## config.mk

```make
export PLATFORM = sky130hd
export DESIGN_NAME = reglist_decoder
export DESIGN_NICKNAME = d
export VERILOG_FILES = /design/src/rtl/reglist_decoder_pkg.sv /design/src/rtl/reglist_decoder_index_decoder.sv /design/src/rtl/reglist_decoder.sv
export SDC_FILE = /design/constraint.sdc
export NUM_CORES = 1
export LEC_CHECK = 0
export ABC_AREA = 1
export CAP_MARGIN = 20
export CORE_ASPECT_RATIO = 1.4
export CORE_MARGIN = 4
export CORE_UTILIZATION = 35
export CTS_CLUSTER_DIAMETER = 120
export CTS_CLUSTER_SIZE = 10
export DETAILED_ROUTE_END_ITERATION = 8
export HOLD_SLACK_MARGIN = 0.05
export PLACE_DENSITY = 0.64
export REMOVE_ABC_BUFFERS = 1
export SYNTH_ARGS = -nofsm -noshare
export SYNTH_HDL_FRONTEND = slang
export SYNTH_HIERARCHICAL = 1
export SYNTH_SLANG_ARGS = --single-unit
```

## constraint.sdc

```tcl
create_clock -name CLK -period 1.6 [get_ports CLK]
set_clock_uncertainty 0.15 [all_clocks]
set_input_delay 0.32 -clock CLK [delete_from_list [all_inputs] [get_ports CLK]]
set_output_delay 0.32 -clock CLK [all_outputs]
set_load 0.005 [all_outputs]
```

## src/rtl/reglist_decoder_pkg.sv

```systemverilog
// Shared constants and state encoding for the register-list decoder.
package reglist_pkg;

  localparam int REGLIST_MASK_WIDTH = 16;
  localparam int REGLIST_IDX_WIDTH  = $clog2(REGLIST_MASK_WIDTH);

  typedef enum logic [1:0] {
    IDLE    = 2'd0,
    COLLECT = 2'd1,
    DONE    = 2'd2
  } reglist_state_t;

endpackage

```

## src/rtl/reglist_decoder_index_decoder.sv

```systemverilog
// Combinational register index to one-hot decode with out-of-range flag.
module index_decoder #(
  parameter int IDX_WIDTH  = 4,
  parameter int MASK_WIDTH = 16
) (
  input  logic [IDX_WIDTH-1:0]  idx,
  output logic [MASK_WIDTH-1:0] onehot,
  output logic                  oor
);

  for (genvar i = 0; i < MASK_WIDTH; i++) begin : g_dec
    assign onehot[i] = (idx == IDX_WIDTH'(i));
  end

  // Extra bit so MASK_WIDTH == 2**IDX_WIDTH still compares correctly.
  assign oor = {1'b0, idx} >= (IDX_WIDTH+1)'(MASK_WIDTH);

endmodule

```

## src/rtl/reglist_decoder.sv

```systemverilog
// Accumulates register indices into a register-list mask with count and flags.
// Optional duplicate detection: define REGLIST_DUP_CHECK_EN.
module reglist_decoder
  import reglist_pkg::*;
#(
  parameter int MASK_WIDTH = REGLIST_MASK_WIDTH,
  parameter int IDX_WIDTH  = $clog2(MASK_WIDTH)
) (
  input  logic                  CLK,
  input  logic                  Reset,
  input  logic                  in_valid,
  output logic                  in_ready,
  input  logic [IDX_WIDTH-1:0]  in_idx,
  input  logic                  in_last,
  output logic                  out_valid,
  input  logic                  out_ready,
  output logic [MASK_WIDTH-1:0] out_mask,
  output logic [IDX_WIDTH:0]    out_count,
  output logic                  out_dup,
  output logic                  out_err
);

  reglist_state_t          state, nstate;
  logic [MASK_WIDTH-1:0]   onehot, mask;
  logic [IDX_WIDTH:0]      count;
  logic                    oor, hit, accept, clear, err, dup;

  index_decoder #(.IDX_WIDTH(IDX_WIDTH), .MASK_WIDTH(MASK_WIDTH)) u_dec (
    .idx    (in_idx),
    .onehot (onehot),
    .oor    (oor)
  );

  assign accept = in_valid && in_ready;
  assign clear  = (state == DONE) && out_ready;
  assign hit    = |(mask & onehot);

  always_ff @(posedge CLK) begin
    if (Reset) state <= IDLE;
    else       state <= nstate;
  end

  always_comb begin
    nstate = state;
    case (state)
      IDLE, COLLECT: if (accept) nstate = in_last ? DONE : COLLECT;
      DONE:          if (out_ready) nstate = IDLE;
      default:       nstate = IDLE;
    endcase
  end

  always_comb begin
    in_ready  = 1'b0;
    out_valid = 1'b0;
    case (state)
      IDLE, COLLECT: in_ready  = 1'b1;
      DONE:          out_valid = 1'b1;
      default:       in_ready  = 1'b0;
    endcase
  end

  // Release of a list and reset share the same clear so a new list starts clean.
  always_ff @(posedge CLK) begin
    if (Reset || clear) begin
      mask  <= '0;
      count <= '0;
      err   <= 1'b0;
    end else if (accept) begin
      if (oor) begin
        err <= 1'b1;
      end else begin
        mask <= mask | onehot;
        if (!hit) count <= count + 1'b1;
      end
    end
  end

`ifdef REGLIST_DUP_CHECK_EN
  always_ff @(posedge CLK) begin
    if (Reset || clear)             dup <= 1'b0;
    else if (accept && !oor && hit) dup <= 1'b1;
  end
`else
  assign dup = 1'b0;
`endif

  assign out_mask  = mask;
  assign out_count = count;
  assign out_dup   = dup;
  assign out_err   = err;

endmodule

```

==> results.md, run 1 <==
* Clk_lat worst skew at 270 ps
* CP startpoint kind: register
* Port bufs at 32
* Placed wire-length estimate at 2370 um
* Final setup fails at 0
* Synthesis-to-layout area growth at 58.1%
* Final WL at 3290 um
* Maximum fanout along the worst path at 3
* Max Fclk at 0.640 GHz
* Share of cells above drive strength 1 at 32.4%
* Number of synthesized register bits at 24
* Post-Syn Area at 1210 um^2
* Initial DRC Count at 30
* Sequential area share after synthesis at 39.6%
* Starting density of the core at 36.3%
* Status: finished clean
* Worst path bufs/invs at 1
* CP top delay family: buffers and inverters
* First-pass GRT wire length at 5500 um
* DR pass1 iterations at 5
* FF-to-FF Start: state[1]$_SDFFE_PP0P_
* All-layer global routing usage at 15.4%
* Worst Path Arrival at 1090 ps
* Flop2flop setup slack at 160 ps
* GRT overflow at 0
* Crit path kind: reg2out
* Hold depth at 2
* Core footprint at 3350 um^2
* Largest net degree at the start of global routing at 18
* Antenna viol nets, final at 0
* Crit path max-delay cell type: clkdlybuf4s50_1
* DRC Markers at 0
* Setup crit end kind: primary output
* Initial antenna violation count at 0
* Clock Tree Root: clkbuf_8
* Die width at 57.8 um
* Cell Chain, Critical Path: clkdlybuf4s50_1
* WHS at 314 ps
* Peak supply drop at 0.000450 V
* Vias in the first global route at 1306
* Netlist cell types at 20
* Final min period at 1560 ps
* Synth warnings at 6
* Post-DR wirelength/cell at 11.5 um
* Power, Total at 1.17 mW
* Die Span Y at 77.7 um
* Leakage at 1.14 nW
* Worst Hold Path EP: out_err$_SDFFE_PP0P_
* Post-Syn Instances at 186
* Final Hold Viols at 0
* Period utilization at 97.6%
* RePlAce Congestion at 0.851
* CTS clk-pin slew, worst paths at 80 ps
* Max incr delay on CP at 490 ps
* I/O pins at 34
* Die area at 4490 um^2
* Worst r2r dst: out_count[1]$_SDFFE_PP0P_
* Clock sink total at 24
* FP Rows at 25
* # nets final at 259
* Max cap viols at 0
* Final Max Tran Viols at 0
* H-tree levels at 1
* Worst hold path class: reg2reg
* Via density per instance at 4.75
* Synthesized area per cell at 6.53 um^2
* Crit path required time at 1130 ps
* Reg2reg path depth at 9
* Vias at 1364
* Hold_buf cts at 0
* TritonCTS clock tree: yes
* Maximum root-to-sink buffer count at 2
* CTS buffer count at 3
* Min-delay src: out_err$_SDFFE_PP0P_
* Ant diodes at 0
* Pwr Density at 609 nW/um^2
==> synthesized netlist by cell type <==
cell type	n	share of area (%)
nor3b_1	1	0.62
o21ai_1	1	0.41
inv_2	2	0.62
dfxtp_1	24	40
conb_1	2	0.62
inv_1	19	5.9
nor2_1	47	15
buf_4	4	2.5
o21ai_4	1	1.3
nor2_4	2	1.9
nor3_4	1	1.3
nand4_1	4	2.1
nand3_2	1	0.82
and2_1	1	0.52
ha_1	1	1.0
o211ai_1	1	0.62
a21oi_1	19	7.8
nand2_1	48	15
nor2_2	1	0.52
nand3_1	6	2.5
==> per-stage QoR <==
stage	util (%)	setup WS, ps	cell area (um^2)	TNS (ps)	cells
final	57.3	37.9	1920	0	287
after global routing	57.3	-3.24	1920	-3.24	287
after CTS	54.3	2.68	1820	0	278
after detailed placement	51.0	-530	1710	-3540	271
after global placement	51.0	-512	1710	-3290	271
after floorplan	-	146	1180	0	182
==> registers in the layout, summed over array words and instances, names as in the netlist <==
register,count
state,2
out_count,5
out_err,1
out_mask,16
==> area by class of cell <==
class	count	area, um^2
clock buffers	3	41.3
fillers	346	1430
inverters	21	78.8
multi-input cells	137	667
flip-flops and latches	24	507
well taps	40	50.0
repair buffers	62	576
==> layout by cell type, fill, tap and decap left out, drive strengths merged <==
cell type,instances
dlymetal6s2s,13
and2,1
a21oi,19
nor3b,1
conb,2
clkbuf,8
nor3,1
buf,30
dfxtp,24
ha,1
dlygate4sd2,2
nor2,50
clkdlybuf4s50,12
nand3,7
nand2,48
o211ai,1
o21ai,2
nand4,4
inv,21
==> report_power, final <==
part	switching (mW)	leakage [nW]	internal [mW]	total (mW)
sequential	0.00781	0.205	0.612	0.619
combinational	0.100	0.915	0.0936	0.194
clock	0.188	0.0216	0.168	0.356
==> what timing repair did <==
action                                  CTS  global route
gates cloned                              0             0
pin swaps                                 0             4
gates resized for setup                  36            30
endpoints found under the setup margin   28            26
setup buffers                             4             9
==> layer usage <==
layer / global-route usage [%] / vias up / part of all wire [%]
li1: - / 699 / -
met5: 0 / - / 0
met2: 28.7 / 35 / 53
met3: 2.50 / 7 / 4.1
met4: 5.57 / 0 / 2.4
met1: 16.7 / 623 / 41
==> how the worst max path moves through the flow <==
stage | start | to | slack (ps) | cells after the start
finish | out_count[4]$_SDFFE_PP0P_ | out_count[4] | 40 | 1
global route | out_count[3]$_SDFFE_PP0P_ | out_count[3] | -3 | 1
CTS | out_mask[12]$_SDFFE_PP0P_ | out_mask[12] | 3 | 1
detailed placement | in_idx[0] | out_count[1]$_SDFFE_PP0P_ | -530 | 12
global placement | in_idx[0] | out_count[1]$_SDFFE_PP0P_ | -510 | 12
floorplan | in_idx[2] | out_count[1]$_SDFFE_PP0P_ | 150 | 9
==> cells by family after synthesis <==
group	count (synthesis)	synth area share [%]
other	2	0.619
AOI/OAI and AO/OA	22	10.2
and+or+nand+nor	112	39.6
DFF	24	39.6
adders and majority gates	1	1.03
buffers and inverters	25	8.97
No activity file was read; power rests on OpenSTA's default activity.
==> inputs of run 2 (changes only) <==
Settings changed: ABC_AREA 1 to 0, PLACE_DENSITY 0.64 to 0.63.
==> run 2 against run 1 <==
  * Clock power increased by 13%
  * Critical path depth up 6
  * Routed wire length shrank 3.0%
  * Sequential share of layout area shrank 1.5 points
  * Utilization increased by 1.7 points
  * Sequential power about the same
  * Flip-flop and latch count unchanged
  * Via count fell by 13%
  * Setup slack worse by 7.0 ps
  * Cell area is 5.9% higher
  * Global-route usage fell by 1.3 points
  * Largest cell class unchanged
==> results.md, run 2 <==
* Die area at 4650 um^2
* Cell mode on critical path: buf_6
* Max incr delay on CP at 290 ps
* Maximum root-to-sink buffer count at 2
* Netlist cell types at 30
* Synth warnings at 6
* Routed length on met1 at 1250 um
* Max cap viols at 0
* Top post-synthesis cells by area: dfxtp_1, a21oi_1, and4bb_2, nor2_1, nor4_2
* Antenna viol nets, final at 0
* # nets final at 196
* Die Span Y at 79.1 um
* Top Metal Used: met4
* Yosys top cell area share at 38.1%
* Synthesis-to-layout area growth at 61.1%
* Clock Tree Root: clkbuf_8
* Worst r2r dst: out_count[4]$_SDFFE_PP0P_
* Worst Path Arrival at 1600 ps
* GRT overflow at 0
* Peak supply drop at 0.000539 V
* CTS buffer count at 3
* Die width at 58.8 um
* Placed wire-length estimate at 2370 um
* EDFF count, synth at 0
* Most common cell after layout, fill and taps aside: dfxtp_2
* Final min period at 1570 ps
* Crit path required time at 1630 ps
* DR pass1 iterations at 4
* Hold_buf cts at 0
* Port bufs at 32
* Pre-CTS setup slack at -900 ps
* Fillers at 300
* Synth cell count leaders: dfxtp_1, nor2_1, a21oi_1
* Number of synthesized register bits at 24
* Initial antenna violation count at 0
* DRC Markers at 0
* Post-Layout Cell Count at 225
* Largest net degree at the start of global routing at 18
* Post-Syn Area at 1260 um^2
* First-pass GRT wire length at 5140 um
* Worst Hold Path EP: out_count[4]$_SDFFE_PP0P_
* Share of cells above drive strength 1 at 44.9%
* Crit path max-delay cell type: nor4_4
* CP top delay family: simple AND/OR/NAND/NOR gates
* RSZ-0062 raised after global routing: yes
* RePlAce Congestion at 0.823
* Top-count cell post-synth: dfxtp_1
* Maximum fanout along the worst path at 12
* Vias at 1183
* Worst path bufs/invs at 2
* Final setup fails at 0
* Area leader, netlist: dfxtp_1
* Reg2reg path depth at 5
* Synthesized area per cell at 9.49 um^2
* Pwr Density at 610 nW/um^2
* CTS clk-pin slew, worst paths at 80 ps
* Final WS setup at 30.9 ps
* CP startpoint kind: input pin
* Cell Chain, Critical Path: buf_6 -> buf_6 -> nor4b_2 -> a22oi_1 -> nand2_2 -> nor4_4 -> mux2i_1
* Max Fclk at 0.637 GHz
* Initial DRC Count at 28
* Final WL at 3190 um
* Clock sink total at 24
* Vias in the first global route at 1128
* Commonest non-fill, non-tap cells in the layout: dfxtp_2, nor2_1, buf_4
* FP Rows at 25
* Final Max Tran Viols at 0
* Crit path kind: in2reg
* Worst hold path class: reg2reg
* Leakage at 1.01 nW
* FFs w/ async S/R, synth at 0%
* Starting density of the core at 36.7%
* Main synth FF type: dfxtp_1
* Hold depth at 2
* Via density per instance at 5.26
* All-layer global routing usage at 14.1%
* Core footprint at 3440 um^2
* FF-to-FF Start: out_count[0]$_SDFFE_PP0P_
* Post-Syn Instances at 133
* DR WL met3 at 180 um
* Clk_lat worst skew at 260 ps
* Flop2flop setup slack at 70 ps
* Ant diodes at 0
* Power, Total at 1.24 mW
* Sequential area share after synthesis at 38.1%
* Setup crit end kind: register
* Final Hold Viols at 0
* Routed wl met2 at 1740 um
* Min-delay src: out_count[4]$_SDFFE_PP0P_
* H-tree levels at 1
* Placed Cells at 212
* TritonCTS clock tree: yes
* Status: finished clean
* Post-DR wirelength/cell at 14.2 um
* Period utilization at 98.1%
* I/O pins at 34
* Max reg flops at 16
-- run 2: cell types whose count changed in the layout (fill, tap and decap cells not counted), sizes merged, moves of 8 or more --
cell	delta
nand2	-39
nor2	-31
inv	-19
dlygate4sd2	+9
a22oi	+8
-- run 2: final cells by class --
type	instances	area [um^2]	area share (%)
well taps	40	50.0	2.46
clock buffers	4	55.1	2.71
multi-input cells	97	792	39.0
inverters	2	7.51	0.369
flip-flops and latches	24	507	24.9
repair buffers	58	622	30.6
-- run 2: kinds of logic (layout without fill, tap and decap cells) --
| group | count (synthesis) | in the layout | share of synthesized area, % |
|---|---|---|---|
| fa+ha+maj | 1 | 1 | 0.991 |
| simple gates | 60 | 60 | 34.7 |
| flops | 24 | 24 | 38.1 |
| other cells | 2 | 2 | 0.595 |
| mux | 5 | 5 | 3.96 |
| buf+inv | 12 | 64 | 6.24 |
| compound gates | 29 | 29 | 15.5 |
-- run 2: worst max path at each step --
stage / startpoint / to / slack (ps) / cells past startpoint
3_5_place_dp: in_idx[1] / out_count[0]$_SDFFE_PP0P_ / -900 / 7
3_3_place_gp: in_idx[0] / out_count[1]$_SDFFE_PP0P_ / -830 / 6
6_report: in_idx[0] / out_count[0]$_SDFFE_PP0P_ / 30 / 7
5_1_grt: in_idx[0] / out_count[1]$_SDFFE_PP0P_ / -40 / 7
2_1_floorplan: state[1]$_SDFFE_PP0P_ / out_count[0]$_SDFFE_PP0P_ / -240 / 4
4_1_cts: in_idx[1] / out_count[2]$_SDFFE_PP0P_ / -20 / 6
-- run 2: metrics by stage --
step | util (%) | hold slack (ps) | setup TNS [ps] | instance area (um^2)
floorplan | - | 242 | -996 | 1190
global placement | 49.5 | 304 | -6820 | 1700
detailed placement | 49.5 | 317 | -7200 | 1700
CTS | 54.9 | 319 | -38.5 | 1890
global route | 59.1 | 351 | -182 | 2030
finish | 59.1 | 313 | 0 | 2030
-- run 2: worst reg2reg max path, cell delays in order, from the launching register on --
cell     delay [ps]
dfxtp_2         350
ha_1            180
and3_1          170
nand4_1         130
nor4_4          260
mux2i_1         210
-- run 2: power breakdown --
part	total (mW)	switching, mW	internal, mW
Combinational	0.214	0.0912	0.123
Clock	0.403	0.184	0.219
Sequential	0.622	0.0102	0.611
-- run 2: timing repair --
| item | CTS | global route |
|---|---|---|
| endpoints found under the setup margin | 30 | 17 |
| pin swaps | 10 | 8 |
| cloned | 0 | 2 |
| gates resized for setup | 76 | 19 |
| buffers inserted | 4 | 4 |
-- run 2: metal layers --
metal,global-route usage [%],vias to the layer above
met5,0,-
met4,4.54,0
met3,3.25,2
met2,26.2,28
met1,15.1,567
li1,-,586
